### config.mk
export PLATFORM = sky130hd
export DESIGN_NAME = data_bus_arbiter
export DESIGN_NICKNAME = d
export VERILOG_FILES = /design/src/rtl/cva6_min_pkg.sv /design/src/rtl/rr_arb2.sv /design/src/rtl/data_bus_arbiter.sv
export SDC_FILE = /design/constraint.sdc
export NUM_CORES = 1
export LEC_CHECK = 0
export ABC_AREA = 1
export CORE_AREA = 2 2 123 125
export DETAILED_ROUTE_END_ITERATION = 12
export DIE_AREA = 0 0 125 127
export PLACE_DENSITY = 0.56
export SLEW_MARGIN = 40
export SYNTH_ARGS = -nofsm -noshare
export SYNTH_HDL_FRONTEND = slang
export SYNTH_SLANG_ARGS = --single-unit
export TNS_END_PERCENT = 10
### constraint.sdc
create_clock -name clk -period 1.9 [get_ports clk]
set_clock_uncertainty 0.1 [all_clocks]
set_input_delay 0.38 -clock clk [delete_from_list [all_inputs] [get_ports clk]]
set_output_delay 0.38 -clock clk [all_outputs]
set_load 0.03 [all_outputs]
### src/rtl/cva6_min_pkg.sv
// Shared types and constants for the data-side bus arbiter.
// State encoding, master identifiers and the default slave latency.
package cva6_min_pkg;

    typedef enum logic {
        IDLE = 1'b0,
        WAIT = 1'b1
    } arb_state_e;

    localparam logic MST_CORE   = 1'b0;
    localparam logic MST_LOADER = 1'b1;

    localparam int DEFAULT_RD_LAT = 1;

endpackage

### src/rtl/rr_arb2.sv
// Two-way round-robin arbiter, purely combinational.
// On a tie the master that did not win last time is selected; grant is one-hot or zero.
module rr_arb2
    import cva6_min_pkg::*;
(
    input  logic [1:0] req,
    input  logic       last_grant,
    output logic [1:0] grant
);

    always_comb begin
        grant = 2'b00;
        if (req == 2'b11) begin
            grant = (last_grant == MST_CORE) ? 2'b10 : 2'b01;
        end else begin
            grant = req;
        end
    end

endmodule

### src/rtl/data_bus_arbiter.sv
// Shares the single data-side slave port between the core (m0) and the loader (m1).
// One transaction in flight at a time; each grant gets exactly one rvalid RD_LAT cycles later.
module data_bus_arbiter
    import cva6_min_pkg::*;
#(
    parameter int AW     = 32,
    parameter int DW     = 32,
    parameter int RD_LAT = DEFAULT_RD_LAT
) (
    input  logic            clk,
    input  logic            reset,
    input  logic            m0_req,
    input  logic            m0_we,
    input  logic [DW/8-1:0] m0_be,
    input  logic [AW-1:0]   m0_addr,
    input  logic [DW-1:0]   m0_wdata,
    output logic            m0_gnt,
    output logic            m0_rvalid,
    output logic [DW-1:0]   m0_rdata,
    input  logic            m1_req,
    input  logic            m1_we,
    input  logic [DW/8-1:0] m1_be,
    input  logic [AW-1:0]   m1_addr,
    input  logic [DW-1:0]   m1_wdata,
    output logic            m1_gnt,
    output logic            m1_rvalid,
    output logic [DW-1:0]   m1_rdata,
    output logic            s_req,
    output logic            s_we,
    output logic [DW/8-1:0] s_be,
    output logic [AW-1:0]   s_addr,
    output logic [DW-1:0]   s_wdata,
    input  logic [DW-1:0]   s_rdata,
    output logic            busy
);

    localparam int CW = $clog2(4);
    localparam logic [CW-1:0] LAT_INIT = CW'(RD_LAT - 1);

    arb_state_e    state_q, state_d;
    logic          owner_q, owner_d;
    logic          last_grant_q, last_grant_d;
    logic [CW-1:0] lat_cnt_q, lat_cnt_d;
    logic [1:0]    arb_req;
    logic [1:0]    grant;
    logic          winner;

    // Requests are only visible to the arbiter while idle, so WAIT stalls both masters.
    assign arb_req = (state_q == IDLE) ? {m1_req, m0_req} : 2'b00;
    assign winner  = grant[1];
    assign busy    = (state_q == WAIT);

    rr_arb2 u_rr_arb2 (
        .req        (arb_req),
        .last_grant (last_grant_q),
        .grant      (grant)
    );

    always_ff @(posedge clk) begin
        if (reset) begin
            state_q      <= IDLE;
            owner_q      <= MST_CORE;
            last_grant_q <= MST_LOADER;
            lat_cnt_q    <= '0;
        end else begin
            state_q      <= state_d;
            owner_q      <= owner_d;
            last_grant_q <= last_grant_d;
            lat_cnt_q    <= lat_cnt_d;
        end
    end

    always_comb begin
        state_d      = state_q;
        owner_d      = owner_q;
        last_grant_d = last_grant_q;
        lat_cnt_d    = lat_cnt_q;
        m0_gnt       = 1'b0;
        m1_gnt       = 1'b0;
        m0_rvalid    = 1'b0;
        m1_rvalid    = 1'b0;
        m0_rdata     = '0;
        m1_rdata     = '0;
        s_req        = 1'b0;
        s_we         = 1'b0;
        s_be         = '0;
        s_addr       = '0;
        s_wdata      = '0;
        case (state_q)
            IDLE: begin
                if (grant != 2'b00) begin
                    m0_gnt = grant[0];
                    m1_gnt = grant[1];
                    s_req  = 1'b1;
                    if (winner == MST_LOADER) begin
                        s_we    = m1_we;
                        s_be    = m1_be;
                        s_addr  = m1_addr;
                        s_wdata = m1_wdata;
                    end else begin
                        s_we    = m0_we;
                        s_be    = m0_be;
                        s_addr  = m0_addr;
                        s_wdata = m0_wdata;
                    end
                    owner_d      = winner;
                    last_grant_d = winner;
                    lat_cnt_d    = LAT_INIT;
                    state_d      = WAIT;
                end
            end
            WAIT: begin
                // Writes also get s_rdata back; the owner treats it as a plain ack.
                if (lat_cnt_q == '0) begin
                    if (owner_q == MST_LOADER) begin
                        m1_rvalid = 1'b1;
                        m1_rdata  = s_rdata;
                    end else begin
                        m0_rvalid = 1'b1;
                        m0_rdata  = s_rdata;
                    end
                    state_d = IDLE;
                end else begin
                    lat_cnt_d = lat_cnt_q - 1'b1;
                end
            end
            default: state_d = IDLE;
        endcase
    end

endmodule

After elaboration in Yosys (flattened, before gate mapping). Cells that the tools add are included.

Add/subtract/negate cells: 1. $mul: 0. Divide/modulo/power cells: 0. $lt $le $gt $ge: 0. Equality and inequality tests: 3. Shift operators: 0. Muxes and demuxes: 38. Bitwise operators: 1. Reduce and logical (&&, ||, !) cells: 4.

Operator list (count): 2-to-1 mux 32 bit (12); 2-to-1 mux 1 bit (16); 2-to-1 mux 4 bit (3); 2-to-1 mux 2 bit (5); one-hot mux 2 bit (2 select lines) (1); AND reduction 2 bit (2); equality test 2 bit, second input constant (1); zero test 2 bit (1); inequality test 2 x 1 -> 1 bit, second input constant (1); inequality test 2 bit, second input constant (1); one-hot mux 1 bit (2 select lines) (1); nonzero test 2 bit (1); subtractor 2 x 1 -> 2 bit, second input constant (1); NOT 1 bit (1).

Flip-flop bits (word level): 5. Latch bits: 0. Memory bits (writable): 0. Memory bits (read-only): 0. Input port bits: 174. Output and inout bits: 139. Memories: 0.

Longest topological paths before layout. Gate-level depths: netlist of the first run.

Word-level depth: 6. Depth in mapped cells: 7. Depth with buffers taken out: 7.

Hierarchy. Synthesis of the first run repeated with hierarchy kept, for this count alone.

Cells, all modules: 514. Area, all modules: 2225.9 um^2.

Modules (own cells, without submodules): data_bus_arbiter (instances 1, cells each 509, area each 2204.6 um^2); rr_arb2 (instances 1, cells each 5, area each 21.3 um^2).

Least setup slack after synthesis of the first run. OpenSTA, ideal clock, no wires.

Kind: register to output. Start point: reg state_q (netlist: busy). End point: out s_wdata[16]. Arrival time: 1499 ps. Setup slack: -79 ps. Stages on the path, launching flop included: 7. Path through: dfxtp_1 -> inv_2 -> o21ai_2 -> inv_2 -> buf_2 -> o21ai_0 -> nor2_1.

Cells in the longest elaborated chain, start to end: 6. Elaborated cells on any way between the ends: 7. Those cells by class: eq/ne (1); mux (5); reduce/logical (1).

Ends and longest elaborated chain: from (decl) (RTL line data_bus_arbiter.sv:40) `arb_state_e state_q, state_d;`; from (signal assigned) (RTL line data_bus_arbiter.sv:66) `state_q <= state_d;`; 2-to-1 mux 2 bit (RTL line data_bus_arbiter.sv:49) `assign arb_req = (state_q == IDLE) ? {m1_req, m0_req} : 2'b00;`; equality test 2 bit (RTL line rr_arb2.sv:13) `if (req == 2'b11) begin`; 2-to-1 mux 2 bit (RTL line rr_arb2.sv:13); 2-to-1 mux 32 bit / nonzero test 2 bit (equally long branches) (RTL line data_bus_arbiter.sv:95, data_bus_arbiter.sv:91); 2-to-1 mux 32 bit (RTL line data_bus_arbiter.sv:91) `if (grant != 2'b00) begin`; 2-to-1 mux 32 bit (*) (RTL line data_bus_arbiter.sv:89) `case (state_q)`; to (decl) (RTL line data_bus_arbiter.sv:32) `output logic [DW-1:0] s_wdata,`.

Mark *: on every way between the ends. The rest lies on a longest branch, timed or not.

Final worst setup path of the first run.
Start point: reg state_q (netlist: busy). End point: out s_addr[1].

Cells in the longest elaborated chain, start to end: 6. Elaborated cells on any way between the ends: 7. Those cells by class: eq/ne (1); mux (5); reduce/logical (1).

Ends and longest elaborated chain: 2-to-1 mux 2 bit (RTL line data_bus_arbiter.sv:49); equality test 2 bit (RTL line rr_arb2.sv:13); 2-to-1 mux 2 bit (RTL line rr_arb2.sv:13); 2-to-1 mux 32 bit / nonzero test 2 bit (equally long branches) (RTL line data_bus_arbiter.sv:95, data_bus_arbiter.sv:91); 2-to-1 mux 32 bit (RTL line data_bus_arbiter.sv:91); 2-to-1 mux 32 bit (*) (RTL line data_bus_arbiter.sv:89); to (decl) (RTL line data_bus_arbiter.sv:31) `output logic [AW-1:0] s_addr,`.

Marked as above.

==> impl_metrics.py, run 1 <==
metrics = {
    "yosys": {
        "synth-compound-area-share_pct": 22.5,
        "ys_seq_area_share_pct": 6.01,
        "synth_area_sq_um": 1670,
        "synth_xor_area_share_pct": 0,
        "ys_types": 19,
        "synthMuxAreaShare_pct": 0,
        "ys_ff_latch": 5,
        "synth_top_flop_cell": "dfxtp_1",
        "synthAdderAreaFrac_pct": 0.751,
        "synth_edf_count": 0,
        "syn_inst": 369,
        "yosysWarningCount": 0,
        "syn_nets": 544,
        "synth_top_area_share_pct": 46.0,
        "synth-async-reset-ratio_pct": 0,
        "synth_area_leaders": "nor2_1 (46%), o21ai_0 (17%), inv_1 (9.0%), dfxtp_1 (6.0%), buf_2 (5.1%)",
        "yosysTopAreaCell": "nor2_1",
        "yosysMostFrequentCell": "nor2_1",
        "synth_top_family_by_area": "simple AND/OR/NAND/NOR gates",
        "avgSynthCellArea_sq_um": 4.51,
        "synth_commonest_cells": "nor2_1 (204), o21ai_0 (57), inv_1 (40)",
        "yosys.area_share.simple_pct": 50.4,
    },
    "sta": {
        "tightest_slew_ns": 0.330,
        "hold_ws_ns": 0.343,
        "setup_viol": 92,
        "fin_crit_ns": 2.00,
        "relSlewSlack_pct": 77.9,
        "setup_slack_ns": -0.0963,
        "rsz0062_at_grt": "yes",
        "hold_viol_final": 0,
        "fmax_mhz": 501,
        "tns_ns": -5.04,
        "min_period_over_period_pct": 105,
        "slew_violations": 0,
    },
    "setup_path": {
        "r2r_start": "lat_cnt_q[1]",
        "worst-endpoint-required_ns": 1.42,
        "worstRegToRegCells": 6,
        "critPathArrivalTime_ns": 1.52,
        "cp_max_fo": 6,
        "startpoint_type": "flop",
        "cp-end-kind": "output port",
        "rrSetupSlack_ns": 0.61,
        "r2r-end": "lat_cnt_q[1]",
        "worstSetupPathType": "reg -> out",
    },
    "pwr": {
        "leakagePower_nw": 2.72,
        "ir_drop_mv": 0.242,
        "finalPower_mw": 2.66,
        "power_density_nw_per_um2": 444,
    },
    "clock_tree": {
        "cts_buffer_depth": 2,
        "htreeDepth": 1,
        "cts.root.buffer_cell": "clkbuf_16",
        "cts_tree": "done",
        "clock_latency_ns": 0.23,
        "path_clk_slew_ns": 0.03,
        "cts_buffers": 3,
        "clkSinkCount": 5,
        "cts_hold_buf": 0,
    },
    "die": {
        "die_y_microns": 127,
        "start_util_pct": 11.5,
        "die_w_microns": 125,
        "die_area_sq_um": 15900,
        "rows": 44,
        "io_pins": 313,
        "core_sq_um": 14400,
    },
    "layout": {
        "drive_gt1_share_pct": 43.3,
        "area_growth_pct": 260,
        "nNetsFinal": 871,
        "antenna_cells": 0,
        "fill_cells": 1430,
    },
    "global_route": {
        "grt_pass1_vias": 3505,
        "grt_max_degree": 35,
        "grt_use_total_pct": 13.3,
        "grt.overflow.total": 0,
        "antenna_found_initial": 0,
        "grt_pass1_wl_microns": 17300,
    },
    "outcome": {
        "status": "finished, violations left",
        "violations": "negative setup slack",
    },
    "place": {
        "dp_hpwl_microns": 8950,
        "gp_congestion": 0.925,
        "io_buffers": 312,
    },
    "drt": {
        "wire_per_inst_microns": 14.6,
        "vias": 3627,
        "drcViolationCount": 0,
        "wl_microns": 12800,
        "vias_per_cell": 4.13,
        "postRouteAntennaNets": 0,
        "first_pass_iters": 4,
        "drtIter0Drc": 80,
    },
    "hold_path": {
        "whs_path_depth": 1,
        "worstHoldStart": "lat_cnt_q[0]",
        "hp-class": "reg -> reg",
        "holdPathEnd": "lat_cnt_q[0]",
    },
    "flow_run": {
        "maxCapViolCount": 0,
    },
}
-- repair_timing --
item                       CTS  global route
cloned                       7             6
gates resized for setup    121           142
setup endpoints to repair  104           135
setup buffers                5             1
pin swaps                   13            23
-- cells in the final DEF, fill, tap and decap left out --
cell             count
o21ai_2             44
clkbuf_16            8
a21oi_1              4
o21ai_1             18
nand3_2              1
dfxtp_4              1
clkbuf_1             1
buf_4               95
clkdlybuf4s50_1    172
nor2_2              36
buf_12              18
nor2_4              22
nor3_1               1
dfxtp_1              2
dfxtp_2              2
o21ai_0              4
buf_8                2
buf_16               6
clkinv_8             1
nand2_8              1
o21ai_4              4
inv_6                1
inv_4                1
or2_0                1
nand2_1              6
nor2_1             147
buf_6               49
nand3_1              2
buf_2                2
nand2_4              2
inv_1               36
ha_4                 1
inv_2                4
-- worst max-delay path, cell delays in order, from the launching register on --
cell,delay [ns]
dfxtp_4,0.36
nor2_4,0.16
nand2_8,0.11
buf_12,0.16
buf_16,0.14
o21ai_4,0.13
nor2_1,0.05
buf_4,0.16
-- how the worst max path moves through the flow --
stage | from | to | slack [ns]
after floorplan | busy | s_addr[7] | -0.05
after global placement | m1_req | s_addr[1] | -0.48
after detailed placement | m1_req | s_wdata[22] | -0.50
after CTS | busy | s_wdata[9] | -0.07
after global routing | lat_cnt_q[1] | m0_rdata[22] | -0.16
final | busy | s_addr[1] | -0.1
-- routing by layer --
layer	wire length [microns]	up-vias	track usage (%)
met1	4420	1646	13.2
met3	1060	16	3.06
met2	7080	190	27.2
met5	0	-	0
met4	257	0	3.86
li1	-	1775	-
-- through the flow --
| step | worst slack, ns | utilization, % | area [sq um] | std cells |
|---|---|---|---|---|
| 2_1_floorplan | -0.0462 | - | 1700 | 369 |
| 3_3_place_gp | -0.480 | 33.6 | 4850 | 857 |
| 3_5_place_dp | -0.502 | 33.6 | 4850 | 857 |
| 4_1_cts | -0.0750 | 37.5 | 5410 | 873 |
| 5_1_grt | -0.158 | 41.6 | 6000 | 879 |
| 6_report | -0.0963 | 41.6 | 6000 | 879 |
-- report_power, final --
part,internal [mW],switching [mW],leakage [nW],total (mW)
combinational,1.06,1.13,2.64,2.19
sequential,0.112,0.00794,0.0419,0.120
clock,0.279,0.0748,0.0382,0.353
total,1.45,1.21,2.72,2.66
-- cell families (layout without fill, tap and decap cells) --
kind of cell | count (synthesis) | in the layout
flip-flops | 5 | 5
adder cells (fa/ha/maj) | 1 | 1
buffers and inverters | 70 | 396
AND/OR/NAND/NOR | 219 | 219
AO/OA/AOI/OAI | 74 | 74
-- cell type report --
class | instances | area [sq um] | share of cell area [%]
clock buffers | 4 | 78.8 | 1.31
inverters | 43 | 181 | 3.02
multi-input cells | 294 | 1730 | 28.8
flip-flops and latches | 5 | 106 | 1.77
well taps | 184 | 230 | 3.84
repair buffers | 349 | 3680 | 61.3
-- flip-flops by register name, indices dropped and copies added (netlist names) --
register,count
busy,1
last_grant_q,1
lat_cnt_q,2
owner_q,1
No activity file was read; power rests on OpenSTA's default activity.
==> run 2, diff against run 1 <==
--- a/config.mk
+++ b/config.mk
@@ -6,6 +6,7 @@
 export NUM_CORES = 1
 export LEC_CHECK = 0
 export ABC_AREA = 1
+export CAP_MARGIN = 0
 export CORE_AREA = 2 2 123 125
 export DETAILED_ROUTE_END_ITERATION = 12
 export DIE_AREA = 0 0 125 127
==> results of run 2 <==
The final DEF is identical to that of run 1; final timing and power are the same.
